<file path="src/rtl/oflow_cr_pkg.sv">
// Shared definitions for the conflict-resolve stage: LUT/flag memory
// geometry and the frame sequencer state encoding.
package oflow_cr_pkg;

    localparam int ADDR_WIDTH_LUT = 11;
    localparam int DATA_WIDTH_LUT = 16;
    localparam int FLAG_WIDTH     = 2;

    // Fixed encodings so the state value stays stable for debug visibility.
    typedef enum logic [2:0] {
        ST_INIT_CLR = 3'd0,
        ST_IDLE     = 3'd1,
        ST_START    = 3'd2,
        ST_RUN      = 3'd3,
        ST_ABORT    = 3'd4,
        ST_CLR      = 3'd5,
        ST_REPORT   = 3'd6
    } cr_ctrl_state_t;

endpackage

</file>
<file path="src/rtl/oflow_cr_frame_ctrl_if.sv">
// Bundle between the frame sequencer, the CR FSM and the shared LUT/flag
// memory write port. The master side is the frame sequencer.
interface oflow_cr_frame_ctrl_if #(
    parameter int ADDR_WIDTH_LUT = oflow_cr_pkg::ADDR_WIDTH_LUT,
    parameter int DATA_WIDTH_LUT = oflow_cr_pkg::DATA_WIDTH_LUT,
    parameter int FLAG_WIDTH     = oflow_cr_pkg::FLAG_WIDTH
);

    // CR FSM handshake
    logic                      start_cr;
    logic                      done_cr;
    logic                      conflict_counter_th;
    logic                      cr_reset_N;

    // CR FSM memory requests
    logic [ADDR_WIDTH_LUT-1:0] cr_address_lut;
    logic [DATA_WIDTH_LUT-1:0] cr_data_in_lut;
    logic                      cr_we_lut;
    logic [FLAG_WIDTH-1:0]     cr_data_in_flag;

    // Shared memory write port
    logic [ADDR_WIDTH_LUT-1:0] lut_address;
    logic [DATA_WIDTH_LUT-1:0] lut_data_in;
    logic                      lut_we;
    logic [FLAG_WIDTH-1:0]     flag_data_in;
    logic                      flag_we;

    modport master (
        output start_cr, cr_reset_N,
        output lut_address, lut_data_in, lut_we, flag_data_in, flag_we,
        input  done_cr, conflict_counter_th,
        input  cr_address_lut, cr_data_in_lut, cr_we_lut, cr_data_in_flag
    );

    modport slave (
        input  start_cr, cr_reset_N,
        input  lut_address, lut_data_in, lut_we, flag_data_in, flag_we,
        output done_cr, conflict_counter_th,
        output cr_address_lut, cr_data_in_lut, cr_we_lut, cr_data_in_flag
    );

endinterface

</file>
<file path="src/rtl/oflow_lut_clear_sweeper.sv">
// Address generator for the LUT/flag zeroing sweep. While start is held
// the address advances once per cycle; done flags the last address so
// the owner can leave the sweep. The counter wraps back to zero on its
// own, so every sweep begins at address 0.
module oflow_lut_clear_sweeper #(
    parameter int ADDR_WIDTH = oflow_cr_pkg::ADDR_WIDTH_LUT
) (
    input  logic                  clk,
    input  logic                  reset,
    input  logic                  start,
    output logic [ADDR_WIDTH-1:0] address,
    output logic                  we,
    output logic                  done
);

    localparam logic [ADDR_WIDTH-1:0] ADDR_ONE  = {{(ADDR_WIDTH-1){1'b0}}, 1'b1};
    localparam logic [ADDR_WIDTH-1:0] ADDR_LAST = {ADDR_WIDTH{1'b1}};

    logic [ADDR_WIDTH-1:0] clr_addr_q;
    logic [ADDR_WIDTH-1:0] clr_addr_d;

    // Advance the sweep address only while the sweep is enabled.
    always_comb begin
        clr_addr_d = clr_addr_q;
        if (start) begin
            clr_addr_d = clr_addr_q + ADDR_ONE;
        end else begin
            clr_addr_d = clr_addr_q;
        end
    end

    // Sweep address register; reset restarts any sweep from address 0.
    always_ff @(posedge clk) begin
        if (reset) begin
            clr_addr_q <= '0;
        end else begin
            clr_addr_q <= clr_addr_d;
        end
    end

    assign address = clr_addr_q;
    assign we      = start;
    assign done    = start && (clr_addr_q == ADDR_LAST);

endmodule

</file>
<file path="src/rtl/oflow_cr_frame_ctrl.sv">
// Per-frame sequencer for the conflict-resolve stage. Launches the CR FSM,
// guards it with a run-cycle watchdog, owns the LUT/flag write port
// (CR pass-through during RUN, zeroing sweep otherwise) and reports
// per-frame status.
module oflow_cr_frame_ctrl #(
    parameter int ADDR_WIDTH_LUT = 11,
    parameter int DATA_WIDTH_LUT = 16,
    parameter int FLAG_WIDTH     = 2,
    parameter int TIMEOUT_CYCLES = 4096,
    parameter int CYC_CNT_WIDTH  = 16
) (
    input  logic                     clk,
    input  logic                     reset,
    input  logic                     frame_start,
    output logic                     ready,
    output logic                     frame_done,
    output logic                     status_th,
    output logic                     status_timeout,
    output logic [CYC_CNT_WIDTH-1:0] run_cycles,
    oflow_cr_frame_ctrl_if.master    cr_bus
);

    import oflow_cr_pkg::*;

    localparam logic [CYC_CNT_WIDTH-1:0] CYC_ONE      = {{(CYC_CNT_WIDTH-1){1'b0}}, 1'b1};
    localparam logic [CYC_CNT_WIDTH-1:0] CYC_MAX      = {CYC_CNT_WIDTH{1'b1}};
    localparam logic [CYC_CNT_WIDTH-1:0] TIMEOUT_LAST = CYC_CNT_WIDTH'(TIMEOUT_CYCLES - 1);

    cr_ctrl_state_t             state_q;
    cr_ctrl_state_t             state_d;
    logic                       status_th_q;
    logic                       status_th_d;
    logic                       status_timeout_q;
    logic                       status_timeout_d;
    logic [CYC_CNT_WIDTH-1:0]   run_cycles_q;
    logic [CYC_CNT_WIDTH-1:0]   run_cycles_d;

    logic                       sweep_en;
    logic [ADDR_WIDTH_LUT-1:0]  sweep_addr;
    logic                       sweep_we;
    logic                       sweep_done;

    logic                       ready_c;
    logic                       frame_done_c;
    logic                       start_cr_c;
    logic                       cr_reset_n_c;
    logic [ADDR_WIDTH_LUT-1:0]  lut_address_c;
    logic [DATA_WIDTH_LUT-1:0]  lut_data_in_c;
    logic                       lut_we_c;
    logic [FLAG_WIDTH-1:0]      flag_data_in_c;
    logic                       flag_we_c;

    // One sweeper serves both the power-up clear and the per-frame clear.
    assign sweep_en = (state_q == ST_INIT_CLR) || (state_q == ST_CLR);

    oflow_lut_clear_sweeper #(
        .ADDR_WIDTH (ADDR_WIDTH_LUT)
    ) u_sweeper (
        .clk     (clk),
        .reset   (reset),
        .start   (sweep_en),
        .address (sweep_addr),
        .we      (sweep_we),
        .done    (sweep_done)
    );

    // Next-state, watchdog and status latching.
    always_comb begin
        state_d          = state_q;
        status_th_d      = status_th_q;
        status_timeout_d = status_timeout_q;
        run_cycles_d     = run_cycles_q;
        case (state_q)
            ST_INIT_CLR: begin
                if (sweep_done) begin
                    state_d = ST_IDLE;
                end else begin
                    state_d = ST_INIT_CLR;
                end
            end
            ST_IDLE: begin
                if (frame_start) begin
                    state_d          = ST_START;
                    status_th_d      = 1'b0;
                    status_timeout_d = 1'b0;
                    run_cycles_d     = '0;
                end else begin
                    state_d = ST_IDLE;
                end
            end
            ST_START: begin
                state_d = ST_RUN;
            end
            ST_RUN: begin
                if (run_cycles_q != CYC_MAX) begin
                    run_cycles_d = run_cycles_q + CYC_ONE;
                end else begin
                    run_cycles_d = run_cycles_q;
                end
                // A completion in the same cycle as the watchdog expiry wins.
                if (cr_bus.done_cr) begin
                    status_th_d = cr_bus.conflict_counter_th;
                    state_d     = ST_CLR;
                end else if (run_cycles_q == TIMEOUT_LAST) begin
                    status_timeout_d = 1'b1;
                    state_d          = ST_ABORT;
                end else begin
                    state_d = ST_RUN;
                end
            end
            ST_ABORT: begin
                state_d = ST_CLR;
            end
            ST_CLR: begin
                if (sweep_done) begin
                    state_d = ST_REPORT;
                end else begin
                    state_d = ST_CLR;
                end
            end
            ST_REPORT: begin
                state_d = ST_IDLE;
            end
            default: begin
                state_d = ST_INIT_CLR;
            end
        endcase
    end

    // State and status registers with synchronous reset.
    always_ff @(posedge clk) begin
        if (reset) begin
            state_q          <= ST_INIT_CLR;
            status_th_q      <= 1'b0;
            status_timeout_q <= 1'b0;
            run_cycles_q     <= '0;
        end else begin
            state_q          <= state_d;
            status_th_q      <= status_th_d;
            status_timeout_q <= status_timeout_d;
            run_cycles_q     <= run_cycles_d;
        end
    end

    // State-decoded handshake outputs and memory write-port mux.
    always_comb begin
        ready_c        = 1'b0;
        frame_done_c   = 1'b0;
        start_cr_c     = 1'b0;
        cr_reset_n_c   = 1'b1;
        lut_address_c  = '0;
        lut_data_in_c  = '0;
        lut_we_c       = 1'b0;
        flag_data_in_c = '0;
        flag_we_c      = 1'b0;
        if (reset) begin
            cr_reset_n_c = 1'b0;
        end else begin
            case (state_q)
                ST_INIT_CLR, ST_CLR: begin
                    lut_address_c = sweep_addr;
                    lut_we_c      = sweep_we;
                    flag_we_c     = sweep_we;
                end
                ST_IDLE: begin
                    ready_c = 1'b1;
                end
                ST_START: begin
                    start_cr_c = 1'b1;
                end
                ST_RUN: begin
                    lut_address_c  = cr_bus.cr_address_lut;
                    lut_data_in_c  = cr_bus.cr_data_in_lut;
                    lut_we_c       = cr_bus.cr_we_lut;
                    flag_data_in_c = cr_bus.cr_data_in_flag;
                    flag_we_c      = cr_bus.cr_we_lut;
                end
                ST_ABORT: begin
                    cr_reset_n_c = 1'b0;
                end
                ST_REPORT: begin
                    frame_done_c = 1'b1;
                end
                default: begin
                    cr_reset_n_c = 1'b1;
                end
            endcase
        end
    end

    assign ready               = ready_c;
    assign frame_done          = frame_done_c;
    assign status_th           = status_th_q;
    assign status_timeout      = status_timeout_q;
    assign run_cycles          = run_cycles_q;
    assign cr_bus.start_cr     = start_cr_c;
    assign cr_bus.cr_reset_N   = cr_reset_n_c;
    assign cr_bus.lut_address  = lut_address_c;
    assign cr_bus.lut_data_in  = lut_data_in_c;
    assign cr_bus.lut_we       = lut_we_c;
    assign cr_bus.flag_data_in = flag_data_in_c;
    assign cr_bus.flag_we      = flag_we_c;

endmodule

</file>
<file path="src/flat_wrapper.sv">
// flat-port wrapper written by rule: the top's interface ports become plain ports
module oflow_cr_frame_ctrl_flat import oflow_cr_pkg::*;
#(
    parameter int ADDR_WIDTH_LUT = 11,
    parameter int DATA_WIDTH_LUT = 16,
    parameter int FLAG_WIDTH     = 2,
    parameter int TIMEOUT_CYCLES = 4096,
    parameter int CYC_CNT_WIDTH  = 16
)
  (clk, reset, frame_start, ready, frame_done, status_th, status_timeout, run_cycles, cr_bus_start_cr, cr_bus_cr_reset_N, cr_bus_lut_address, cr_bus_lut_data_in, cr_bus_lut_we, cr_bus_flag_data_in, cr_bus_flag_we, cr_bus_done_cr, cr_bus_conflict_counter_th, cr_bus_cr_address_lut, cr_bus_cr_data_in_lut, cr_bus_cr_we_lut, cr_bus_cr_data_in_flag);
  oflow_cr_frame_ctrl_if #(.ADDR_WIDTH_LUT(ADDR_WIDTH_LUT), .DATA_WIDTH_LUT(DATA_WIDTH_LUT), .FLAG_WIDTH(FLAG_WIDTH)) cr_bus_i ();
  input  logic clk;
  input  logic reset;
  input  logic frame_start;
  output logic ready;
  output logic frame_done;
  output logic status_th;
  output logic status_timeout;
  output logic [CYC_CNT_WIDTH-1:0] run_cycles;
  output wire logic [$bits(cr_bus_i.start_cr)-1:0] cr_bus_start_cr;
  output wire logic [$bits(cr_bus_i.cr_reset_N)-1:0] cr_bus_cr_reset_N;
  output wire logic [$bits(cr_bus_i.lut_address)-1:0] cr_bus_lut_address;
  output wire logic [$bits(cr_bus_i.lut_data_in)-1:0] cr_bus_lut_data_in;
  output wire logic [$bits(cr_bus_i.lut_we)-1:0] cr_bus_lut_we;
  output wire logic [$bits(cr_bus_i.flag_data_in)-1:0] cr_bus_flag_data_in;
  output wire logic [$bits(cr_bus_i.flag_we)-1:0] cr_bus_flag_we;
  input wire logic [$bits(cr_bus_i.done_cr)-1:0] cr_bus_done_cr;
  input wire logic [$bits(cr_bus_i.conflict_counter_th)-1:0] cr_bus_conflict_counter_th;
  input wire logic [$bits(cr_bus_i.cr_address_lut)-1:0] cr_bus_cr_address_lut;
  input wire logic [$bits(cr_bus_i.cr_data_in_lut)-1:0] cr_bus_cr_data_in_lut;
  input wire logic [$bits(cr_bus_i.cr_we_lut)-1:0] cr_bus_cr_we_lut;
  input wire logic [$bits(cr_bus_i.cr_data_in_flag)-1:0] cr_bus_cr_data_in_flag;
  assign cr_bus_start_cr = cr_bus_i.start_cr;
  assign cr_bus_cr_reset_N = cr_bus_i.cr_reset_N;
  assign cr_bus_lut_address = cr_bus_i.lut_address;
  assign cr_bus_lut_data_in = cr_bus_i.lut_data_in;
  assign cr_bus_lut_we = cr_bus_i.lut_we;
  assign cr_bus_flag_data_in = cr_bus_i.flag_data_in;
  assign cr_bus_flag_we = cr_bus_i.flag_we;
  assign cr_bus_i.done_cr = cr_bus_done_cr;
  assign cr_bus_i.conflict_counter_th = cr_bus_conflict_counter_th;
  assign cr_bus_i.cr_address_lut = cr_bus_cr_address_lut;
  assign cr_bus_i.cr_data_in_lut = cr_bus_cr_data_in_lut;
  assign cr_bus_i.cr_we_lut = cr_bus_cr_we_lut;
  assign cr_bus_i.cr_data_in_flag = cr_bus_cr_data_in_flag;
  oflow_cr_frame_ctrl #(.ADDR_WIDTH_LUT(ADDR_WIDTH_LUT), .DATA_WIDTH_LUT(DATA_WIDTH_LUT), .FLAG_WIDTH(FLAG_WIDTH), .TIMEOUT_CYCLES(TIMEOUT_CYCLES), .CYC_CNT_WIDTH(CYC_CNT_WIDTH)) u_core (.clk(clk), .reset(reset), .frame_start(frame_start), .ready(ready), .frame_done(frame_done), .status_th(status_th), .status_timeout(status_timeout), .run_cycles(run_cycles), .cr_bus(cr_bus_i));
endmodule
</file>
<file path="config.mk">
export PLATFORM = sky130hd
export DESIGN_NAME = oflow_cr_frame_ctrl_flat
export DESIGN_NICKNAME = d
export VERILOG_FILES = /design/src/rtl/oflow_cr_pkg.sv /design/src/rtl/oflow_cr_frame_ctrl_if.sv /design/src/rtl/oflow_lut_clear_sweeper.sv /design/src/rtl/oflow_cr_frame_ctrl.sv /design/src/flat_wrapper.sv
export SDC_FILE = /design/constraint.sdc
export NUM_CORES = 1
export LEC_CHECK = 0
export CORE_MARGIN = 5
export CORE_UTILIZATION = 45
export DETAILED_ROUTE_END_ITERATION = 16
export PLACE_DENSITY = 0.85
export SETUP_SLACK_MARGIN = 0.3
export SLEW_MARGIN = 30
export SYNTH_ARGS = -nofsm -noshare
export SYNTH_HDL_FRONTEND = slang
export SYNTH_SLANG_ARGS = --single-unit
</file>
<file path="constraint.sdc">
create_clock -name clk -period 5.3 [get_ports clk]
set_clock_uncertainty 0.15 [all_clocks]
set_input_delay 1.06 -clock clk [delete_from_list [all_inputs] [get_ports clk]]
set_output_delay 1.06 -clock clk [all_outputs]
set_load 0.01 [all_outputs]
</file>
==> results of run 1 <==
==> critical path, delay by kind of cell <==
| family | cells | cell delay (ns) |
|---|---|---|
| buffers and inverters | 2 | 0.96 |
| AOI/OAI and AO/OA | 1 | 0.26 |
| and+or+nand+nor | 1 | 0.77 |
==> report_power, final <==
group	leakage, nW	switching, mW	internal [mW]
Combinational	0.705	0.0203	0.0373
Clock	0.0552	0.0949	0.139
Sequential	0.258	0.00528	0.244
Total	1.02	0.120	0.421
==> sequential cells by signal (all words and copies together) (netlist names) <==
register,cells
u_core.run_cycles,16
u_core.u_sweeper.address,11
u_core.state_q,3
u_core.status_th,1
u_core.status_timeout,1
==> kinds of logic (layout without fill, tap and decap cells) <==
logic type | count (synthesis) | in the layout | synth area share
multiplexers | 1 | 1 | 0.00496
adder cells (fa/ha/maj) | 2 | 2 | 0.0124
XOR/XNOR | 9 | 9 | 0.0391
flip-flops | 32 | 32 | 0.318
AND/OR/NAND/NOR | 108 | 108 | 0.331
AO/OA/AOI/OAI | 69 | 69 | 0.248
buffers and inverters | 22 | 106 | 0.0465
==> routing by layer <==
| layer | wire [µm] | track usage |
|---|---|---|
| met3 | 439 | 0.0621 |
| met1 | 2560 | 0.241 |
| met4 | 77 | 0.0839 |
| met2 | 2790 | 0.330 |
| met5 | 0 | 0 |
==> cell type report <==
class	instances	area [µm²]
Timing Repair Buffer	89	886
Clock inverter	2	35.0
Inverter	9	33.8
Clock buffer	6	72.6
Tap cell	52	65.1
Multi-Input combinational cell	189	1290
Fill cell	365	1330
Sequential cell	32	641
==> synth_stat cells, drive strengths merged (4+ instances only) <==
cell type	instances
buf	8
and3	4
nand2b	4
a22o	10
dfxtp	32
xnor2	8
nand4	8
nor4	8
o311ai	6
inv	9
nor3	7
o31ai	6
or4	4
nand3	10
o21ai	12
nor2	16
nand2	14
and2	18
and4	4
a31oi	4
a21oi	14
o211ai	4
clkbuf	5
==> worst paths after layout <==
kind              slack (ns)                  start  depth (start not counted)                     to
setup / recovery        1.04                  reset                          4  cr_bus_lut_address[1]
hold / removal          0.34  u_core.status_timeout                          2  u_core.status_timeout
setup reg to reg        2.59      u_core.state_q[1]                          4  u_core.run_cycles[13]
hold reg to reg         0.34  u_core.status_timeout                          2  u_core.status_timeout
==> per-stage QoR <==
stage | power (mW) | worst slack (ns) | hold slack [ns] | utilization
after global routing | 0.563 | 0.898 | 0.365 | 0.694
final | 0.541 | 1.04 | 0.335 | 0.694
after CTS | 0.545 | 1.02 | 0.336 | 0.693
after floorplan | 0.275 | 1.96 | 0.333 | -
after global placement | 0.312 | 1.05 | 0.314 | 0.668
after detailed placement | 0.312 | 1.03 | 0.322 | 0.668
==> layout by cell type (no fill, tap or decap), types with 8 or more instances in the layout <==
master / n
xnor2_1: 8
a22o_1: 10
a21oi_1: 14
dfxtp_1: 32
and2_1: 18
clkdlybuf4s50_1: 87
nand2_1: 14
nor2_1: 16
o21ai_0: 10
inv_1: 9
nand3_1: 9
==> results.toml, run 1 <==
[worst_setup_path]
crit_required_ns = 4.09
crit_chain = "clkdlybuf4s50_1 > and4bb_2 > a22o_1 > clkdlybuf4s50_1"
worstSetupPathType = "in2out"
startpoint_type = "primary input"
crit_top_cell = "clkdlybuf4s50_1"
crit_path_max_incr_delay_ns = 0.77
cp_max_fo = 39
arrival_ns = 3.05
critPathCaptureType = "output pin"
slowest_stage = "and4bb_2"

[pwr]
p_leak_nw = 1.02
power_density_nw_per_um2 = 179
ir_worst_vdd_v = 0.000159

[routing]
dr.pass1.iters = 4
first_iter_violations = 167
avgRoutedWirePerCell_um = 15.5
ant_nets = 0
vias = 2219
drc = 0
finalWirelength_um = 5870
vias_per_cell = 5.85

[global_route]
grt_pass1_wl_um = 9850
grt_overflow = 0
antenna_found_initial = 0
grt_max_degree = 40
grt_pass1_vias = 2103
track_usage = 0.201

[synthesis]
async_flop_share = 0
netlist-cell-type-count = 50
netlist_area_um2 = 2020
synth-seq-area-share = 0.318
ys_ff_latch = 32
synth-edff-count = 0
yosys_warnings = 0
synth_flop_cell = "dfxtp_1"
netlist_instances = 243
synth_area_leader_cell = "dfxtp_1"
syn-num-nets = 280
synth_area_leaders = "dfxtp_1 32%, and2_1 5.6%, a22o_1 4.3%"
synth.avg_cell_area_um2 = 8.30
synth.top_cell.area_share = 0.318

[placement]
place_inst = 371
hpwlAfterDp_um = 4290
io_buffers = 87
place.gp.congestion = 0.864
dpl_cell_area_um2 = 2910

[sta]
rsz0062_at_grt = "false"
worstMarginPinSlew_ns = 0.693
maxSlewHeadroom = 0.538
period_share = 0.805
finalSetupTns_ns = 0
max_freq_mhz = 235
hold_viol_final = 0
setup_viol = 0
min_period_ns = 4.26
maxSlewViolCount = 0

[floorplan]
rows = 24
core_area_um2 = 4350
ios = 88
die_h_um = 77.0
initial_core_util = 0.463
dieArea_um2 = 5920
fp.dieW_um = 77.0

[finish]
drive_above_1_share = 0.0581
final_cells = 379
antenna-diode-count = 0
nNetsFinal = 363
final_cell_area_um2 = 3020
area_delta_synth_final_pct = 49.9

[clocking]
cts-resized-gates = 0
clock_sinks = 32
clk_latency_ns = 0.29
cts_buffers = 5
clockBufferDepth = 2
hold_buffers = 0
h-tree-depth = 2
cts_root_buf = "clkbuf_8"
cts_setup_buffers = 0
path_clk_slew_ns = 0.06
cts_tree = "yes"

[flow_run]
drv_cap = 0

[hold_path]
hold_path.class = "reg2reg"

[outcome]
run_status = "finished, final reports clean"
(Power assumes the default switching activity.)
==> run 2: changes to the inputs <==
- CORE_UTILIZATION: 45 -> 42
- PLACE_DENSITY: 0.85 -> 0.8
- clock period: 5.3 -> 4.1 ns (I/O delays scaled with it)
==> run 2 against run 1 <==
Compared with the run above:
- sequential share of layout area grew 0.14 points
- register-to-register slack lost 1.1 ns
- worst hold slack is essentially flat
- critical path depth is the same
- wire length grew 1.2%
- final cell count grew 0.79%
- die area grew 6.2%
- sequential power grew 29%
- global-route usage shrank 0.69 points
- largest cell class unchanged
==> results.toml, run 2 (synthesis gave the netlist of run 1 again) <==
[finish]
largest_reg_flops = 16
fin_util = 0.640
final_cell_area_um2 = 3000
final_cells = 382
drive_above_1_share = 0.0579
multiInputGateArea_um2 = 1280
n_fill_cell = 439
antenna-diode-count = 0
area_delta_synth_final_pct = 48.9
final_cell_mix = "87 x clkdlybuf4s50_1, 32 x dfxtp_1, 18 x and2_1, 16 x nor2_1"
mostFrequentLayoutCell = "clkdlybuf4s50_1"
nNetsFinal = 365
seq_area_um2 = 641

[floorplan]
rows = 25
ios = 88
die_h_um = 79.3
fp.dieW_um = 79.3
core_area_um2 = 4690
dieArea_um2 = 6290
initial_core_util = 0.430

[clocking]
cts-resized-gates = 0
h-tree-depth = 2
cts_root_buf = "clkbuf_8"
cts_tree = "yes"
clockBufferDepth = 2
path_clk_slew_ns = 0.06
clk_latency_ns = 0.29
cts_setup_buffers = 0
cts_buffers = 5
clock_sinks = 32
hold_buffers = 0

[worst_setup_path]
reg2reg_from = "u_core.state_q[1]"
slowest_stage = "and4bb_2"
crit_path_max_incr_delay_ns = 0.65
cp_max_fo = 30
crit_path_start = "reset"
crit_chain = "clkdlybuf4s50_1 > and4bb_2 > a22o_1 > clkdlybuf4s50_1"
crit_top_cell = "clkdlybuf4s50_1"
crit_required_ns = 3.13
arrival_ns = 2.69
worstSetupPathType = "in2out"
startpoint_type = "primary input"
critPathCaptureType = "output pin"

[pwr]
power_density_nw_per_um2 = 208
power.switching_mw = 0.146
comb_power_share = 0.122
p_int_mw = 0.479
ir_worst_vdd_v = 0.000163
seqPwrFrac = 0.515
clockPowerShare = 0.363
p_leak_nw = 1.02
p_sw_frac = 0.234

[sta]
period_share = 0.892
max_freq_mhz = 274
min_period_ns = 3.66
worstMarginPinSlew_ns = 0.580
setup_viol = 0
maxSlewHeadroom = 0.609
hold_viol_final = 0
rsz0062_at_grt = "false"
maxSlewViolCount = 0
finalSetupTns_ns = 0

[placement]
place.gp.congestion = 0.809
dpl_cell_area_um2 = 2930
hpwlAfterDp_um = 4460
io_buffers = 87
place_inst = 375

[global_route]
grt_pass1_vias = 2144
grt_pass1_wl_um = 10000
track_usage = 0.194
grt_overflow = 0
grt_max_degree = 31
antenna_found_initial = 0

[outcome]
run_status = "finished, final reports clean"

[routing]
avgRoutedWirePerCell_um = 15.5
dr.pass1.iters = 4
vias_per_cell = 5.85
vias = 2235
drc = 0
first_iter_violations = 189
ant_nets = 0
finalWirelength_um = 5930

[hold_path]
hp-start = "u_core.status_timeout"
hold_path.class = "reg2reg"

[flow_run]
drv_cap = 0
==> run 2: changes by cell type in the layout (fill, tap and decap cells not counted), sizes merged <==
cell / delta
buf: +2
bufinv: -1
==> run 2: through the flow <==
stage	hold slack, ns	worst slack (ns)	power, mW
after detailed placement	0.325	0.441	0.405
after global routing	0.388	0.315	0.652
after floorplan	0.333	1.24	0.355
after CTS	0.338	0.440	0.633
after global placement	0.317	0.481	0.404
final	0.335	0.445	0.626
==> run 2: worst paths after layout <==
check / slack [ns] / depth (start not counted) / end
worst min-delay path: 0.34 / 2 / u_core.status_timeout
worst max-delay path: 0.44 / 4 / cr_bus_lut_address[6]
worst min register to register: 0.34 / 2 / u_core.status_timeout
worst max register to register: 1.47 / 5 / u_core.run_cycles[13]
==> run 2: critical path: cells and delay by family <==
family,cells,cell delay [ns]
buf+inv,2,0.98
simple gates,1,0.65
compound gates,1,0.23
==> run 2: per-layer routing <==
layer  up-vias  part of all wire  track usage
met5         -                 0            0
met4         0            0.0061       0.0464
met3         4             0.064       0.0442
met2        74              0.48        0.326
met1      1057              0.45        0.252
li1       1100                 -            -
==> run 2: final cells by class <==
cell class	count	share of cell area
clock buffer	6	0.0242
clock inverter	1	0.00167
inverter	9	0.0113
multi-input combinational	189	0.427
sequential	32	0.213
tap	54	0.0225
timing repair buffer	91	0.300
==> run 2: power groups by stage <==
| stage | logic (mW) | clock network (mW) | registers [mW] |
|---|---|---|---|
| finish | 0.0762 | 0.227 | 0.322 |
| global route | 0.0835 | 0.245 | 0.323 |
| CTS | 0.0767 | 0.234 | 0.322 |
| detailed placement | 0.0763 | 0 | 0.329 |
| global placement | 0.0744 | 0 | 0.329 |
| floorplan | 0.0291 | 0 | 0.326 |
